$ cat src/rtl/dmem_pkg.sv
// Shared definitions for the data-memory arbiter: funct3 codes, FSM states
// and the access-size decoder.
package dmem_pkg;

   localparam logic [2:0] F3_BYTE = 3'b000;
   localparam logic [2:0] F3_HALF = 3'b001;
   localparam logic [2:0] F3_WORD = 3'b010;

   typedef enum logic [1:0] {
      ST_IDLE   = 2'd0,
      ST_ACCESS = 2'd1,
      ST_RESP   = 2'd2
   } state_e;

   // Returns the byte count of an access, or 0 for an illegal funct3.
   function automatic logic [2:0] access_size(input logic [2:0] funct3);
      logic [2:0] size;
      case (funct3)
         F3_BYTE: size = 3'd1;
         F3_HALF: size = 3'd2;
         F3_WORD: size = 3'd4;
         default: size = 3'd0;
      endcase
      return size;
   endfunction

endpackage

$ cat src/rtl/dmem_arbiter_if.sv
// Requester and memory-side signals of the data-memory arbiter.
// master: requesters plus memory; slave: the arbiter itself.
interface dmem_arbiter_if #(
   parameter int unsigned ADDR_W = 32
) ();

   logic [1:0]          req_valid;
   logic [1:0]          req_ready;
   logic [1:0]          req_write;
   logic [5:0]          req_funct3;
   logic [2*ADDR_W-1:0] req_addr;
   logic [63:0]         req_wdata;
   logic [1:0]          resp_valid;
   logic [31:0]         resp_rdata;
   logic                resp_err;
   logic                mem_read;
   logic                mem_write;
   logic [2:0]          mem_funct3;
   logic [ADDR_W-1:0]   mem_addr;
   logic [31:0]         mem_wdata;
   logic [31:0]         mem_rdata;

   modport master (
      output req_valid, req_write, req_funct3, req_addr, req_wdata, mem_rdata,
      input  req_ready, resp_valid, resp_rdata, resp_err,
      input  mem_read, mem_write, mem_funct3, mem_addr, mem_wdata
   );

   modport slave (
      input  req_valid, req_write, req_funct3, req_addr, req_wdata, mem_rdata,
      output req_ready, resp_valid, resp_rdata, resp_err,
      output mem_read, mem_write, mem_funct3, mem_addr, mem_wdata
   );

endinterface

$ cat src/rtl/rr_arbiter2.sv
// Two-way round-robin grant: on a tie the requester not granted last wins.
module rr_arbiter2 (
   input  logic [1:0] i_req,
   input  logic       i_last_grant,
   output logic [1:0] o_gnt
);

   always_comb begin
      o_gnt = 2'b00;
      case (i_req)
         2'b01:   o_gnt = 2'b01;
         2'b10:   o_gnt = 2'b10;
         2'b11:   o_gnt = i_last_grant ? 2'b01 : 2'b10;
         default: o_gnt = 2'b00;
      endcase
   end

endmodule

$ cat src/rtl/dmem_arbiter.sv
// Round-robin arbiter sharing one single-port data memory between the CPU
// (requester 0) and the debug/loader port (requester 1).
module dmem_arbiter
   import dmem_pkg::*;
#(
   parameter int unsigned MEM_BYTES   = 1024,
   parameter bit          ALIGN_CHECK = 1'b1,
   parameter int unsigned ADDR_W      = 32
) (
   input logic           clock,
   input logic           reset,
   dmem_arbiter_if.slave bus
);

   state_e            r_state;
   logic              r_last_grant;
   logic              r_gnt_idx;
   logic              r_write;
   logic              r_err;
   logic [2:0]        r_funct3;
   logic [ADDR_W-1:0] r_addr;
   logic [31:0]       r_wdata;
   logic [31:0]       r_rdata;
   logic [1:0]        r_resp_valid;

   logic [1:0]        w_req;
   logic [1:0]        w_gnt;
   logic              w_gnt_idx;
   logic              w_write;
   logic [2:0]        w_funct3;
   logic [ADDR_W-1:0] w_addr;
   logic [31:0]       w_wdata;
   logic [2:0]        w_size;
   logic [ADDR_W:0]   w_end;
   logic              w_misalign;
   logic              w_err;

   // Requests are only visible to the arbiter in IDLE and out of reset.
   assign w_req = (r_state == ST_IDLE && !reset) ? bus.req_valid : 2'b00;

   rr_arbiter2 u_rr_arbiter2 (
      .i_req        (w_req),
      .i_last_grant (r_last_grant),
      .o_gnt        (w_gnt)
   );

   assign bus.req_ready = w_gnt;
   assign w_gnt_idx     = w_gnt[1];
   assign w_write       = w_gnt_idx ? bus.req_write[1] : bus.req_write[0];
   assign w_funct3      = w_gnt_idx ? bus.req_funct3[5:3] : bus.req_funct3[2:0];
   assign w_addr        = w_gnt_idx ? bus.req_addr[2*ADDR_W-1:ADDR_W]
                                    : bus.req_addr[ADDR_W-1:0];
   assign w_wdata       = w_gnt_idx ? bus.req_wdata[63:32] : bus.req_wdata[31:0];

   // End address is one bit wider than the address so a wrapping sum still fails.
   assign w_size     = access_size(w_funct3);
   assign w_end      = {1'b0, w_addr} + (ADDR_W+1)'(w_size);
   assign w_misalign = ALIGN_CHECK && ((w_size == 3'd2 && w_addr[0]) ||
                                       (w_size == 3'd4 && w_addr[1:0] != 2'b00));
   assign w_err      = (w_size == 3'd0) || (w_end > (ADDR_W+1)'(MEM_BYTES)) || w_misalign;

   always_ff @(posedge clock) begin
      if (reset) begin
         r_state      <= ST_IDLE;
         r_last_grant <= 1'b1;
         r_gnt_idx    <= 1'b0;
         r_write      <= 1'b0;
         r_err        <= 1'b0;
         r_funct3     <= 3'b000;
         r_addr       <= '0;
         r_wdata      <= '0;
         r_rdata      <= '0;
         r_resp_valid <= 2'b00;
      end else begin
         case (r_state)
            ST_IDLE: begin
               r_resp_valid <= 2'b00;
               if (w_gnt != 2'b00) begin
                  r_gnt_idx    <= w_gnt_idx;
                  r_last_grant <= w_gnt_idx;
                  r_write      <= w_write;
                  r_funct3     <= w_funct3;
                  r_addr       <= w_addr;
                  r_wdata      <= w_wdata;
                  r_err        <= w_err;
                  r_rdata      <= '0;
                  if (w_err) begin
                     r_state      <= ST_RESP;
                     r_resp_valid <= w_gnt;
                  end else begin
                     r_state <= ST_ACCESS;
                  end
               end
            end
            ST_ACCESS: begin
               r_rdata      <= r_write ? 32'd0 : bus.mem_rdata;
               r_resp_valid <= r_gnt_idx ? 2'b10 : 2'b01;
               r_state      <= ST_RESP;
            end
            ST_RESP: begin
               r_resp_valid <= 2'b00;
               r_state      <= ST_IDLE;
            end
            default: begin
               r_resp_valid <= 2'b00;
               r_state      <= ST_IDLE;
            end
         endcase
      end
   end

   // Strobes are gated by reset so a reset during ACCESS cancels the store.
   assign bus.mem_read   = (r_state == ST_ACCESS) && !r_write && !reset;
   assign bus.mem_write  = (r_state == ST_ACCESS) && r_write && !reset;
   assign bus.mem_funct3 = r_funct3;
   assign bus.mem_addr   = r_addr;
   assign bus.mem_wdata  = r_wdata;

   assign bus.resp_valid = r_resp_valid;
   assign bus.resp_rdata = r_rdata;
   assign bus.resp_err   = r_err;

endmodule

$ cat src/flat_wrapper.sv
// flat-port wrapper written by rule: the top's interface ports become plain ports
module dmem_arbiter_flat import dmem_pkg::*;
#(
   parameter int unsigned MEM_BYTES   = 1024,
   parameter bit          ALIGN_CHECK = 1'b1,
   parameter int unsigned ADDR_W      = 32
)
  (clock, reset, bus_req_valid, bus_req_write, bus_req_funct3, bus_req_addr, bus_req_wdata, bus_mem_rdata, bus_req_ready, bus_resp_valid, bus_resp_rdata, bus_resp_err, bus_mem_read, bus_mem_write, bus_mem_funct3, bus_mem_addr, bus_mem_wdata);
  dmem_arbiter_if #(.ADDR_W(ADDR_W)) bus_i ();
  input logic clock;
  input logic reset;
  input wire logic [$bits(bus_i.req_valid)-1:0] bus_req_valid;
  input wire logic [$bits(bus_i.req_write)-1:0] bus_req_write;
  input wire logic [$bits(bus_i.req_funct3)-1:0] bus_req_funct3;
  input wire logic [$bits(bus_i.req_addr)-1:0] bus_req_addr;
  input wire logic [$bits(bus_i.req_wdata)-1:0] bus_req_wdata;
  input wire logic [$bits(bus_i.mem_rdata)-1:0] bus_mem_rdata;
  output wire logic [$bits(bus_i.req_ready)-1:0] bus_req_ready;
  output wire logic [$bits(bus_i.resp_valid)-1:0] bus_resp_valid;
  output wire logic [$bits(bus_i.resp_rdata)-1:0] bus_resp_rdata;
  output wire logic [$bits(bus_i.resp_err)-1:0] bus_resp_err;
  output wire logic [$bits(bus_i.mem_read)-1:0] bus_mem_read;
  output wire logic [$bits(bus_i.mem_write)-1:0] bus_mem_write;
  output wire logic [$bits(bus_i.mem_funct3)-1:0] bus_mem_funct3;
  output wire logic [$bits(bus_i.mem_addr)-1:0] bus_mem_addr;
  output wire logic [$bits(bus_i.mem_wdata)-1:0] bus_mem_wdata;
  assign bus_i.req_valid = bus_req_valid;
  assign bus_i.req_write = bus_req_write;
  assign bus_i.req_funct3 = bus_req_funct3;
  assign bus_i.req_addr = bus_req_addr;
  assign bus_i.req_wdata = bus_req_wdata;
  assign bus_i.mem_rdata = bus_mem_rdata;
  assign bus_req_ready = bus_i.req_ready;
  assign bus_resp_valid = bus_i.resp_valid;
  assign bus_resp_rdata = bus_i.resp_rdata;
  assign bus_resp_err = bus_i.resp_err;
  assign bus_mem_read = bus_i.mem_read;
  assign bus_mem_write = bus_i.mem_write;
  assign bus_mem_funct3 = bus_i.mem_funct3;
  assign bus_mem_addr = bus_i.mem_addr;
  assign bus_mem_wdata = bus_i.mem_wdata;
  dmem_arbiter #(.MEM_BYTES(MEM_BYTES), .ALIGN_CHECK(ALIGN_CHECK), .ADDR_W(ADDR_W)) u_core (.clock(clock), .reset(reset), .bus(bus_i));
endmodule
$ cat config.mk
export PLATFORM = sky130hd
export DESIGN_NAME = dmem_arbiter_flat
export DESIGN_NICKNAME = d
export VERILOG_FILES = /design/src/rtl/dmem_pkg.sv /design/src/rtl/dmem_arbiter_if.sv /design/src/rtl/rr_arbiter2.sv /design/src/rtl/dmem_arbiter.sv /design/src/flat_wrapper.sv
export SDC_FILE = /design/constraint.sdc
export NUM_CORES = 1
export LEC_CHECK = 0
export BUFFER_PORTS_ARGS = -buffer_cell sky130_fd_sc_hd__buf_2
export CORE_MARGIN = 2
export CORE_UTILIZATION = 47
export DETAILED_ROUTE_END_ITERATION = 12
export GPL_ROUTABILITY_DRIVEN = 0
export GPL_TIMING_DRIVEN = 1
export PLACE_DENSITY = 0.81
export SYNTH_ARGS = -nofsm -noshare
export SYNTH_HDL_FRONTEND = slang
export SYNTH_SLANG_ARGS = --single-unit
$ cat constraint.sdc
create_clock -name clock -period 5.3 [get_ports clock]
set_input_delay 0.265 -clock clock [delete_from_list [all_inputs] [get_ports clock]]
set_output_delay 0.265 -clock clock [all_outputs]
set_load 0.01 [all_outputs]
# After elaboration in Yosys (flattened, before gate mapping)
# Cells that the tools add are included.
# classes
n_addsub	1
order_cmp	1
eq_ne	9
n_mux	18
n_reduce_logical	20
# ops
op	n
$mux 32	4
$pmux 32 s2	1
$add 32x3->33	1
$gt 33x11->1 const B	1
$mux 2	7
$pmux 3 s3	1
$pmux 2 s2	2
$logic_and 1x1->1	7
$eq 3x2->1 const B	2
$logic_not 3->1	2
$pmux 2 s3	1
$reduce_bool 2->1	3
$eq 2x1->1 const B	2
$eq 2x2->1 const B	2
$reduce_and 2->1	2
$eq 3x1->1 const B	1
$eq 3x3->1 const B	1
$logic_or 1x1->1	3
$mux 3	1
$logic_not 1->1	2
$logic_not 2->1	1
$ne 2x2->1 const B	1
$mux 1	1
# totals
reg_bits	107
input_bits	172
output_inout_bits	106
elab_cells	59

# Longest topological paths before layout
# depth
depth_word	15
ltp_mapped	21
depth_no_buf	17

# Cells and area by module
# A second synthesis with hierarchy kept.
# hier_totals
hier_cells	598
hier_area_um2	5594.1
# modules_own_cells
module	n_inst	cells_per_inst	area_per_inst_um2	seq_area_each_um2
dmem_arbiter	1	595	5575.3	2142.1
rr_arbiter2	1	3	18.8	0.0

# Least setup slack after synthesis
# OpenSTA, ideal clock, no wires.
# synth_path
path_type	input to register
from	input port reset
to	register u_core.r_state[0]
setup_ps	87
t_arrival_ps	3891
required_ps	5213
path_slack_ps	1321
stages	21
n_path_buf	6
path_cell_list	buf_2 nor3_4 nand2_1 buf_2 buf_2 buf_2 buf_1 nand2_1 nand2_1 nor2_1 ha_1 inv_1 fa_1 o21ai_0 clkbuf_1 o21ai_0 o21ai_0 o211ai_1 nor4b_1 nand4_1 nor4b_2
# synth_via
elab_chain_len	15
word_cells_on_any_way	29
# synth_lines
item	line_no	source
from (decl)	flat_wrapper.sv:11	input logic reset;
$logic_not 1->1	dmem_arbiter.sv:39	assign w_req = (r_state == ST_IDLE && !reset) ? bus.req_valid : 2'b00;
$logic_and 1x1->1	dmem_arbiter.sv:39	
$mux 2	dmem_arbiter.sv:39	
$eq 2x2->1 or $eq 2x1->1 (tied branches)	rr_arbiter2.sv:10	case (i_req)
$pmux 2 s3	rr_arbiter2.sv:10	
$mux 3	dmem_arbiter.sv:50	assign w_funct3 = w_gnt_idx ? bus.req_funct3[5:3] : bus.req_funct3[2:0];
$eq 3x2->1, or another cell as far along	dmem_pkg.sv:18	case (funct3)
$pmux 3 s3	dmem_pkg.sv:18	
$add 32x3->33, or another cell as far along	dmem_arbiter.sv:57	assign w_end = {1'b0, w_addr} + (ADDR_W+1)'(w_size);
$gt 33x11->1, or another cell as far along	dmem_arbiter.sv:60	assign w_err = (w_size == 3'd0) || (w_end > (ADDR_W+1)'(MEM_BYTES)) || w_misalign;
$logic_or 1x1->1 (on tied branches)	dmem_arbiter.sv:60, dmem_arbiter.sv:58	
$logic_or 1x1->1	dmem_arbiter.sv:60	
$mux 2	dmem_arbiter.sv:87	if (w_err) begin
$mux 2	dmem_arbiter.sv:78	if (w_gnt != 2'b00) begin
$pmux 2 s2	dmem_arbiter.sv:75	case (r_state)
to (signal assigned)	dmem_arbiter.sv:64	r_state <= ST_IDLE;
to (signal assigned)	dmem_arbiter.sv:88	r_state <= ST_RESP;
to (signal assigned)	dmem_arbiter.sv:91	r_state <= ST_ACCESS;
to (decl)	dmem_arbiter.sv:15	state_e r_state;
# Parallel ways exist; a longest one is shown, timed or not. The select of a mux whose other input is x is not followed.
# A chain may end at the register's enable or synchronous reset.

# Worst setup path in the final report
# layout_path
from	register u_core.r_last_grant
to	register u_core.r_state[0]
# layout_via
elab_chain_len	12
word_cells_on_any_way	24
# layout_lines
item	line_no	source
from (decl)	dmem_arbiter.sv:16	logic r_last_grant;
from (signal assigned)	dmem_arbiter.sv:80	r_last_grant <= w_gnt_idx;
$mux 2 (*)	rr_arbiter2.sv:13	2'b11: o_gnt = i_last_grant ? 2'b01 : 2'b10;
$pmux 2 s3 (*)	rr_arbiter2.sv:10	
$mux 3	dmem_arbiter.sv:50	
$eq 3x2->1, or another cell as far along	dmem_pkg.sv:18	
$pmux 3 s3	dmem_pkg.sv:18	
$add 32x3->33, or another cell as far along	dmem_arbiter.sv:57	
$gt 33x11->1, or another cell as far along	dmem_arbiter.sv:60	
$logic_or 1x1->1 (on tied branches)	dmem_arbiter.sv:60, dmem_arbiter.sv:58	
$logic_or 1x1->1	dmem_arbiter.sv:60	
$mux 2	dmem_arbiter.sv:87	
$mux 2	dmem_arbiter.sv:78	
$pmux 2 s2	dmem_arbiter.sv:75	
# Every way passes the cells marked *; elsewhere a longest branch is shown, timed or not. The select of a mux whose other input is x is not followed.

==> reports/metrics.csv <==
stage,metric,value,unit
run_status,status,"finished, final reports clean",
sta,Slew @ Worst Pin,638.3,ps
drt,Routed WL,18900,um
power,Clk network pwr share,32.6,%
global_route,global-route wire length before repair,28280,um
drt,Via density,5.790,
global_route,pin count of the biggest net entering global routing,49,
cts,worst-case clock buffer depth,2,
placement,# port buffers,277,
job,Max-Cap Viols,0,
layout,Fill cells,1081,
layout,# nets final,1103,
floorplanning,I/O pins,278,
sta,RSZ-0062 raised after global routing,false,
global_route,GR Overflow Total,0,
power,pwr dens,256.6,nW/um^2
layout,Post-Route Utilization,62.87,%
synth,mapped cell area,5754,um^2
cts,H-tree depth,3,
cts,clock slew at reported path FFs,80,ps
drt,DR WL/cell,17.50,um
cts,CTS tree,built,
synth,Synth Flop Type,dfxtp_1,
sta,period utilization,79.29,%
cts,Clock Sinks,107,
layout,layout cell share with drive strength beyond 1,35.73,%
cts,hold_buf cts,0,
power,leakage power,3.773,nW
floorplanning,Core Region,11960,um^2
critical_path,Setup crit end kind,flip-flop,
layout,"most common cell after layout, fill and taps aside",buf_2,
power,Sequential Power Share,46.0,%
floorplanning,Die W,114.7,um
global_route,initial antenna violation count,1,
cts,clock latency at the later pin of the worst-skew pair,350,ps
power,NetSw,0.0005776,W
synth,Post-synth EDFFs,0,
sta,Clock Skew,11.29,ps
synth,mean post-synth cell area,8.563,um^2
synth,#FFs+latches synth,107,
synth,"Warnings, synthesis",0,
floorplanning,Rows,40,
global_route,gr usage total,27.32,%
layout,most frequent cells in the layout,"buf_2, dfxtp_1, nand2_1",
sta,post-route setup TNS,0,ps
critical_path,WP data required,5570,ps
drt,1st-iter DRT viols,590,
synth,Synth async-reset ratio,0,%
power,P_int,0.001352,W
sta,fmax,0.2380,GHz
sta,Period minus WS final,4202,ps
synth,largest area contributor in the netlist,dfxtp_1,
drt,DRC viols,0,
sta,final hold vios,0,
floorplanning,chip height,114.7,um
cts,Post-CTS Setup Bufs,0,
critical_path,WP data arrival,4470,ps
placement,detailed placer's ending HPWL,14460,um
critical_path,crit-path max FO,39,
cts,CTS Buf Count,9,
power,Comb pwr share,21.4,%
sta,Max-Slew Margin vs Limit,56.34,%
drt,total iterations of the first detailed-routing run,4,
synth,sequential fraction of the synthesis area,37.23,%
hold_path,hold crit path type,input pin to flip-flop,
synth,"top cells by area, synth","dfxtp_1, mux2i_1, o21ai_0, a22o_1, nand2_1",
synth,Yosys top cell area share,37.23,%
synth,post-synthesis cell count,672,
layout,Post-Layout Cell Count,1080,
global_route,vias in the first global route,5633,
critical_path,Setup CP Type,flip-flop to flip-flop,
floorplanning,initial core utilization,48.11,%
power,maximum VDD drop,0.1524,mV
cts,post-CTS sizing,0,
drt,Routed Antenna Nets,0,
synth,Synth Net Count,848,
layout,Syn-to-layout area delta,30.68,%
sta,Slew Limit Fails,0,
cts,Root Buffer,clkbuf_16,
sta,Final Setup Violations,0,
placement,Post-Place Cells,1063,
floorplanning,die area,13140,um^2
drt,vias after detailed routing,6253,
power,sw frac,29.93,%
synth,Yosys cell types,73,
critical_path,CP Launch Type,flip-flop,
## registers in the layout, summed over array words and instances (netlist names)
signal                 cells
u_core.bus.mem_addr       32
u_core.bus.mem_funct3      3
u_core.bus.mem_wdata      32
u_core.bus.resp_err        1
u_core.bus.resp_rdata     32
u_core.bus.resp_valid      2
u_core.r_gnt_idx           1
u_core.r_last_grant        1
u_core.r_state             2
u_core.r_write             1
## cell usage after synthesis, drive strengths merged (4+ instances only)
cell    instances
a211oi          6
a21oi          21
a22o           39
and2            6
and3            7
buf            19
clkbuf         26
dfxtp         107
inv            12
mux2i          63
nand2          91
nand3          23
nand4          22
nor2           26
nor3           22
nor4           15
nor4b           4
o211ai          4
o21a            4
o21ai          82
xnor2           8
xor2            5
## metal layers
layer  up-vias  share of wire, %  track usage (%)
met5         -                 0                0
met4         0               2.7            11.38
met3        41               7.0            5.558
met2       291                49            46.82
met1      2917                41            33.32
li1       3004                 -                -
## stage by stage
stage / setup slack [ps] / instance area (um^2) / total power (W) / hold WS (ps)
CTS: 1182 / 7517 / 0.001940 / 114.4
detailed placement: 1114 / 7247 / 0.001315 / 437.5
floorplan: 1321 / 5754 / 0.001121 / 398.0
finish: 1098 / 7520 / 0.001930 / 127.1
global placement: 1275 / 7247 / 0.001308 / 428.7
global route: 778.5 / 7520 / 0.002017 / 116.6
## critical path, cell delays in order, from the launching register on
cell and delay, ps:
dfxtp_1 370, a21boi_1 80, buf_4 220, nand2_4 460
inv_1 330, nor3_1 210, nor2_1 80, nor2_1 110
ha_1 210, inv_1 60, fa_1 410, o21ai_0 180
buf_4 200, o21ai_0 160, o21ai_0 150, o211ai_1 120
nor4b_1 350, nand4_1 150, nor4b_2 280
## worst paths after layout
path	from	depth (start not counted)	slack, ps	end
setup / recovery	u_core.r_last_grant	18	1100	u_core.r_state[0]
hold / removal	bus_mem_rdata[9]	2	130	u_core.bus.resp_rdata[9]
setup reg to reg	u_core.r_last_grant	18	1100	u_core.r_state[0]
hold reg to reg	u_core.bus.mem_wdata[31]	2	450	u_core.bus.mem_wdata[31]
## cell families after synthesis
family	share of synthesized area [%]
adder cells (fa/ha/maj)	1.000
flip-flops	37.23
buffers and inverters	4.283
multiplexers	11.35
AND/OR/NAND/NOR	20.79
XOR/XNOR	1.979
AO/OA/AOI/OAI	23.38
## area by class of cell
type / count / area (um^2) / area share [%]
inverters: 12 / 45.04 / 0.5990
clock inverters: 5 / 37.54 / 0.4992
repair buffers: 289 / 1476 / 19.63
multi-input cells: 508 / 3400 / 45.21
diodes: 1 / 2.502 / 0.03328
well taps: 147 / 183.9 / 2.446
clock buffers: 11 / 232.7 / 3.095
flip-flops and latches: 107 / 2142 / 28.49
## power groups by stage
stage | registers, W | logic, W | clock network, W
finish | 0.000888 | 0.000412 | 0.000629
global route | 0.000895 | 0.000450 | 0.000672
CTS | 0.000888 | 0.000411 | 0.000641
detailed placement | 0.000906 | 0.000409 | 0
global placement | 0.000904 | 0.000404 | 0
floorplan | 0.000933 | 0.000188 | 0
Power figures use the tool's default switching activity.
